### src/rtl/proc_ctrl_pkg.sv
// Shared types and instruction field positions for the processor control unit.
`timescale 1ns/1ps
package proc_ctrl_pkg;

    localparam int PC_W      = 8;
    localparam int D_ADDR_W  = 8;
    localparam int RF_ADDR_W = 4;
    localparam int INSTR_W   = 16;

    localparam int OPC_LSB    = 12;
    localparam int OPC_W      = 4;
    localparam int RA_LSB     = 8;
    localparam int RB_LSB     = 4;
    localparam int RD_LSB     = 0;
    localparam int LD_ADR_LSB = 4;
    localparam int ST_ADR_LSB = 0;

    typedef enum logic [3:0] {
        OP_NOOP  = 4'd0,
        OP_STORE = 4'd1,
        OP_LOAD  = 4'd2,
        OP_ADD   = 4'd3,
        OP_SUB   = 4'd4,
        OP_HALT  = 4'd5
    } opcode_e;

    typedef enum logic [3:0] {
        S_INIT,
        S_FETCH,
        S_LATCH,
        S_DECODE,
        S_LOAD_A,
        S_LOAD_B,
        S_STORE_A,
        S_STORE_B,
        S_ALU_A,
        S_ALU_B,
        S_HALT
    } state_e;

endpackage

### src/rtl/processor_control_unit_program_counter.sv
// Program counter: async clear, advances by one when inc_en is high, wraps at 2^W.
`timescale 1ns/1ps
module program_counter #(
    parameter int W = 8
) (
    input  logic         clk,
    input  logic         reset_n,
    input  logic         inc_en,
    output logic [W-1:0] pc
);

    logic [W-1:0] pc_q;
    logic [W-1:0] pc_d;

    always_comb begin
        pc_d = pc_q;
        if (inc_en) begin
            pc_d = pc_q + W'(1);
        end
    end

    always_ff @(posedge clk or negedge reset_n) begin
        if (!reset_n) begin
            pc_q <= '0;
        end else begin
            pc_q <= pc_d;
        end
    end

    assign pc = pc_q;

endmodule

### src/rtl/processor_control_unit.sv
// Multi-cycle sequencer for the RF/ALU/data memory; NOOP takes 3 cycles, LOAD/STORE/ADD/SUB 5.
// Outputs decode from state and ir only; no handshake, the datapath always keeps up.
`timescale 1ns/1ps
module processor_control_unit
    import proc_ctrl_pkg::*;
#(
    parameter int PC_W      = proc_ctrl_pkg::PC_W,
    parameter int D_ADDR_W  = proc_ctrl_pkg::D_ADDR_W,
    parameter int RF_ADDR_W = proc_ctrl_pkg::RF_ADDR_W,
    parameter int INSTR_W   = proc_ctrl_pkg::INSTR_W
) (
    input  logic                 clk,
    input  logic                 reset_n,
    output logic [PC_W-1:0]      i_addr,
    input  logic [INSTR_W-1:0]   i_rdata,
    output logic [D_ADDR_W-1:0]  d_addr,
    output logic                 d_we,
    output logic [RF_ADDR_W-1:0] rf_waddr,
    output logic                 rf_we,
    output logic                 rf_wsel,
    output logic [RF_ADDR_W-1:0] rf_ra_addr,
    output logic [RF_ADDR_W-1:0] rf_rb_addr,
    output logic                 alu_op,
    output logic                 halted
);

    state_e             state_q;
    state_e             state_d;
    logic [INSTR_W-1:0] ir_q;
    logic [INSTR_W-1:0] ir_d;
    logic [PC_W-1:0]    pc;
    logic [OPC_W-1:0]   opc;

    // The pc only ever moves while the fetched word is being latched.
    program_counter #(.W(PC_W)) u_pc (
        .clk     (clk),
        .reset_n (reset_n),
        .inc_en  (state_q == S_LATCH),
        .pc      (pc)
    );

    always_ff @(posedge clk or negedge reset_n) begin
        if (!reset_n) begin
            state_q <= S_INIT;
            ir_q    <= '0;
        end else begin
            state_q <= state_d;
            ir_q    <= ir_d;
        end
    end

    assign opc    = ir_q[OPC_LSB +: OPC_W];
    assign i_addr = pc;

    always_comb begin
        state_d    = state_q;
        ir_d       = ir_q;
        d_addr     = '0;
        d_we       = 1'b0;
        rf_waddr   = '0;
        rf_we      = 1'b0;
        rf_wsel    = 1'b0;
        rf_ra_addr = '0;
        rf_rb_addr = '0;
        alu_op     = 1'b0;
        halted     = 1'b0;

        case (state_q)
            S_INIT:  state_d = S_FETCH;
            S_FETCH: state_d = S_LATCH;
            S_LATCH: begin
                ir_d    = i_rdata;
                state_d = S_DECODE;
            end
            S_DECODE: begin
                case (opc)
                    OP_LOAD:        state_d = S_LOAD_A;
                    OP_STORE:       state_d = S_STORE_A;
                    OP_ADD, OP_SUB: state_d = S_ALU_A;
                    OP_HALT:        state_d = S_HALT;
                    default:        state_d = S_FETCH;
                endcase
            end
            S_LOAD_A: begin
                d_addr  = ir_q[LD_ADR_LSB +: D_ADDR_W];
                state_d = S_LOAD_B;
            end
            S_LOAD_B: begin
                d_addr   = ir_q[LD_ADR_LSB +: D_ADDR_W];
                rf_wsel  = 1'b1;
                rf_waddr = ir_q[RD_LSB +: RF_ADDR_W];
                rf_we    = 1'b1;
                state_d  = S_FETCH;
            end
            S_STORE_A: begin
                rf_ra_addr = ir_q[RA_LSB +: RF_ADDR_W];
                state_d    = S_STORE_B;
            end
            S_STORE_B: begin
                rf_ra_addr = ir_q[RA_LSB +: RF_ADDR_W];
                d_addr     = ir_q[ST_ADR_LSB +: D_ADDR_W];
                d_we       = 1'b1;
                state_d    = S_FETCH;
            end
            S_ALU_A: begin
                rf_ra_addr = ir_q[RA_LSB +: RF_ADDR_W];
                rf_rb_addr = ir_q[RB_LSB +: RF_ADDR_W];
                state_d    = S_ALU_B;
            end
            // Operands were read in ALU_A, so Rd may alias Ra/Rb here.
            S_ALU_B: begin
                rf_ra_addr = ir_q[RA_LSB +: RF_ADDR_W];
                rf_rb_addr = ir_q[RB_LSB +: RF_ADDR_W];
                alu_op     = (opc == OP_SUB);
                rf_wsel    = 1'b0;
                rf_waddr   = ir_q[RD_LSB +: RF_ADDR_W];
                rf_we      = 1'b1;
                state_d    = S_FETCH;
            end
            S_HALT:  halted  = 1'b1;
            default: state_d = S_INIT;
        endcase
    end

endmodule

### config.mk
export PLATFORM = sky130hd
export DESIGN_NAME = processor_control_unit
export DESIGN_NICKNAME = d
export VERILOG_FILES = /design/src/rtl/proc_ctrl_pkg.sv /design/src/rtl/processor_control_unit_program_counter.sv /design/src/rtl/processor_control_unit.sv
export SDC_FILE = /design/constraint.sdc
export NUM_CORES = 1
export LEC_CHECK = 0
export ABC_AREA = 1
export BUFFER_PORTS_ARGS = -buffer_cell sky130_fd_sc_hd__buf_2
export CAP_MARGIN = 20
export CORE_ASPECT_RATIO = 0.7
export CORE_MARGIN = 4
export CORE_UTILIZATION = 54
export DETAILED_ROUTE_END_ITERATION = 8
export GPL_TIMING_DRIVEN = 0
export PLACE_DENSITY = 0.82
export SKIP_LAST_GASP = 1
export SLEW_MARGIN = 20
export SYNTH_ARGS = -nofsm -noshare
export SYNTH_HDL_FRONTEND = slang
export SYNTH_SLANG_ARGS = --single-unit
### constraint.sdc
create_clock -name clk -period 3 [get_ports clk]
set_input_delay 0 -clock clk [delete_from_list [all_inputs] [get_ports clk]]
set_output_delay 0 -clock clk [all_outputs]
set_load 0.01 [all_outputs]
==> metrics.cfg <==
[timing]
worst_pin_slew_ns = 0.6005
setup_violations = 0
max_freq_ghz = 0.6060
hold_viol = 0
final-max-slew-violation-count = 0
layout_worst_path_cycle_share = 0.5500
min_period_ns = 1.650
slew_headroom = 0.5997
finClkSkew_ns = 0.002182
rsz0062_at_grt = false
setup_tns_ns = 0

[synth]
ys.flop_type = dfrtp_1
synth_area_mm2 = 0.001615
netlist_instances = 196
synth_top_cell_area_share = 0.4338
synth-edff-count = 0
synth-seq-cells = 28
async_flop_share = 1.000
yosysWarnings = 0
ys_seq_area_frac = 0.4338
synthMuxAreaShare = 0
synthAdderAreaFrac = 0.007746
yosys.area.top_type = dfrtp_1
synth_cell_types = 27
synth_nets = 215
synth-xor-area-share = 0.01627
synth_compound_area_frac = 0.1371
syn_avg_cell_area_um2 = 8.241
synthSimpleGateAreaFrac = 0.2897
yosys-top-cells-count = nand2_1, inv_1, dfrtp_1
yosysMostFrequentCell = nand2_1
synthTopCellsByArea = dfrtp_1, nand2_1, o21ai_2
synth_top_family_by_area = simple AND/OR/NAND/NOR gates

[cells_and_area]
multiInputGateArea_um2 = 728.2
regArea_um2 = 700.7
num_antenna_cells = 0
instances_no_fill = 303
area_growth_pct = 32.22
num-fill-cells = 192
nets = 287
drive_gt1_frac = 0.3333

[clock_network]
cts_sinks = 28
tritoncts = done
clockBufferDepth = 2
cts_resized = 0
cts_root_buffer = clkbuf_8
clk_latency_ns = 0.27
cts_setup_buffers = 0
cts_inserted_buffers = 3
htree_levels = 1
path_clk_slew_ns = 0.09

[worst_setup_path]
worst-setup-path-type = flop to primary output
cp-start-kind = flop
critPathSlowestCell = dfrtp_1
cp_max_fo = 6
cp_slowest_stage_delay_ns = 0.43
crit_family = simple AND/OR/NAND/NOR gates
critPathRequiredTime_ns = 3.00
cp_num_buf_inv = 2
end_kind = primary output
worstPathArrival_ns = 1.65
crit_chain = bufinv_8, nand2_1, nor3_1, nor3b_2, buf_2

[global_routing]
track_usage = 0.2152
grt_pass1_vias = 1334
grt_pass1_wl_um = 6382
antenna_found_initial = 0
grt_max_degree = 29
gr-total-overflow = 0

[detailed_routing]
wl_per_cell_um = 13.33
ant_nets = 0
vias = 1513
wirelength_um = 4038
dr.first_iter.drc_count = 59
route.detailed.drc = 0
via_per_inst = 4.993
firstDrtPassIters = 4

[floorplanning]
io_pins = 51
die_height_um = 53.76
start_util = 0.5723
die_area_mm2 = 0.003944
core_area_mm2 = 0.002823
die_x_um = 73.37
rows = 16

[placement]
dp_cells = 282
hpwl_um = 2779
place.gp.congestion = 0.9459
io_buffers = 50

[outcome]
status = finished, final reports clean

[power_and_ir_drop]
cellLeakagePower_nw = 1.185
p_per_area_mw_per_mm2 = 880.2
peakVddDrop_mv = 0.4962

[hold_path]
hp-class = input port to asynchronous set/reset pin

[flow_run]
maxCapViolCount = 0

## cell families (layout without fill, tap and decap cells)
logic type	after synthesis	in the layout
flops	28	28
simple gates	97	97
xor+xnor	3	3
compound gates	29	29
fa+ha+maj	1	1
buf+inv	38	109
## worst reg2reg max path, cell delays in order, from the launching register on
cell,delay (ns)
dfrtp_1,0.43
bufinv_8,0.23
nand2_2,0.09
nor2_8,0.24
buf_6,0.19
nand2_1,0.08
o21ai_2,0.05
## registers in the layout, summed over array words and instances (netlist names)
name,count
ir_q,16
u_pc.pc,8
state_q,4
## report_power, final
group          switching, mW  internal [mW]
clock network          0.113          0.117
registers              0.131          0.538
logic                  0.608          0.373
total                  0.851           1.03
## cell usage in the layout, fill, tap and decap left out, types with 3 or more instances in the layout
| master | instances |
|---|---|
| buf_2 | 50 |
| clkbuf_8 | 4 |
| dfrtp_1 | 28 |
| dlygate4sd3_1 | 17 |
| inv_1 | 32 |
| nand2_1 | 47 |
| nand2_2 | 4 |
| nand3_1 | 11 |
| nand4_1 | 4 |
| nor2_1 | 20 |
| nor2_4 | 3 |
| o21ai_2 | 15 |
| o22ai_1 | 9 |
## routing by layer
metal	track usage	vias to the layer above	share of wire
met5	0	-	0
met4	0.05723	0	0.0045
met3	0.05037	2	0.072
met2	0.3442	53	0.46
met1	0.2960	697	0.46
li1	-	761	-
## final timing paths
path / startpoint / endpoint / slack (ns) / cells past startpoint
setup / recovery: state_q[2]$_DFFE_PN0N_ / alu_op / 1.35 / 5
hold / removal: reset_n / u_pc.pc[7]$_DFFE_PN0P_ / 0.26 / 2
setup reg to reg: state_q[2]$_DFFE_PN0N_ / ir_q[4]$_DFFE_PN0P_ / 1.62 / 6
hold reg to reg: u_pc.pc[1]$_DFFE_PN0P_ / u_pc.pc[1]$_DFFE_PN0P_ / 0.54 / 2
max in group asynchronous: reset_n / u_pc.pc[3]$_DFFE_PN0P_ / 2.35 / 2
min in group clk: i_rdata[13] / ir_q[13]$_DFFE_PN0P_ / 0.47 / 4
## final cells by class
class,count,area share
repair buffers,67,0.1968
clock buffers,4,0.02578
inverters,35,0.06796
well taps,36,0.02109
flip-flops and latches,28,0.3281
plain buffers,3,0.01933
multi-input cells,130,0.3409
## metrics by stage
step / cell area (um2) / setup slack, ns / hold WS (ns) / util / power, mW
finish: 2136 / 1.350 / 0.2599 / 0.7566 / 1.880
detailed placement: 1911 / 1.649 / 0.04823 / 0.6769 / 1.628
floorplan: 1615 / 1.808 / -0.2956 / - / 1.375
global placement: 1911 / 1.654 / 0.04948 / 0.6769 / 1.602
CTS: 2136 / 1.336 / 0.2812 / 0.7566 / 1.887
global route: 2136 / 1.215 / 0.3445 / 0.7566 / 2.024
## repair_timing
item | in CTS | in global routing
endpoints found under the hold margin | 44 | 0
hold buffers | 17 | 0
setup endpoints to repair | 0 | 0
(Power assumes the default switching activity.)
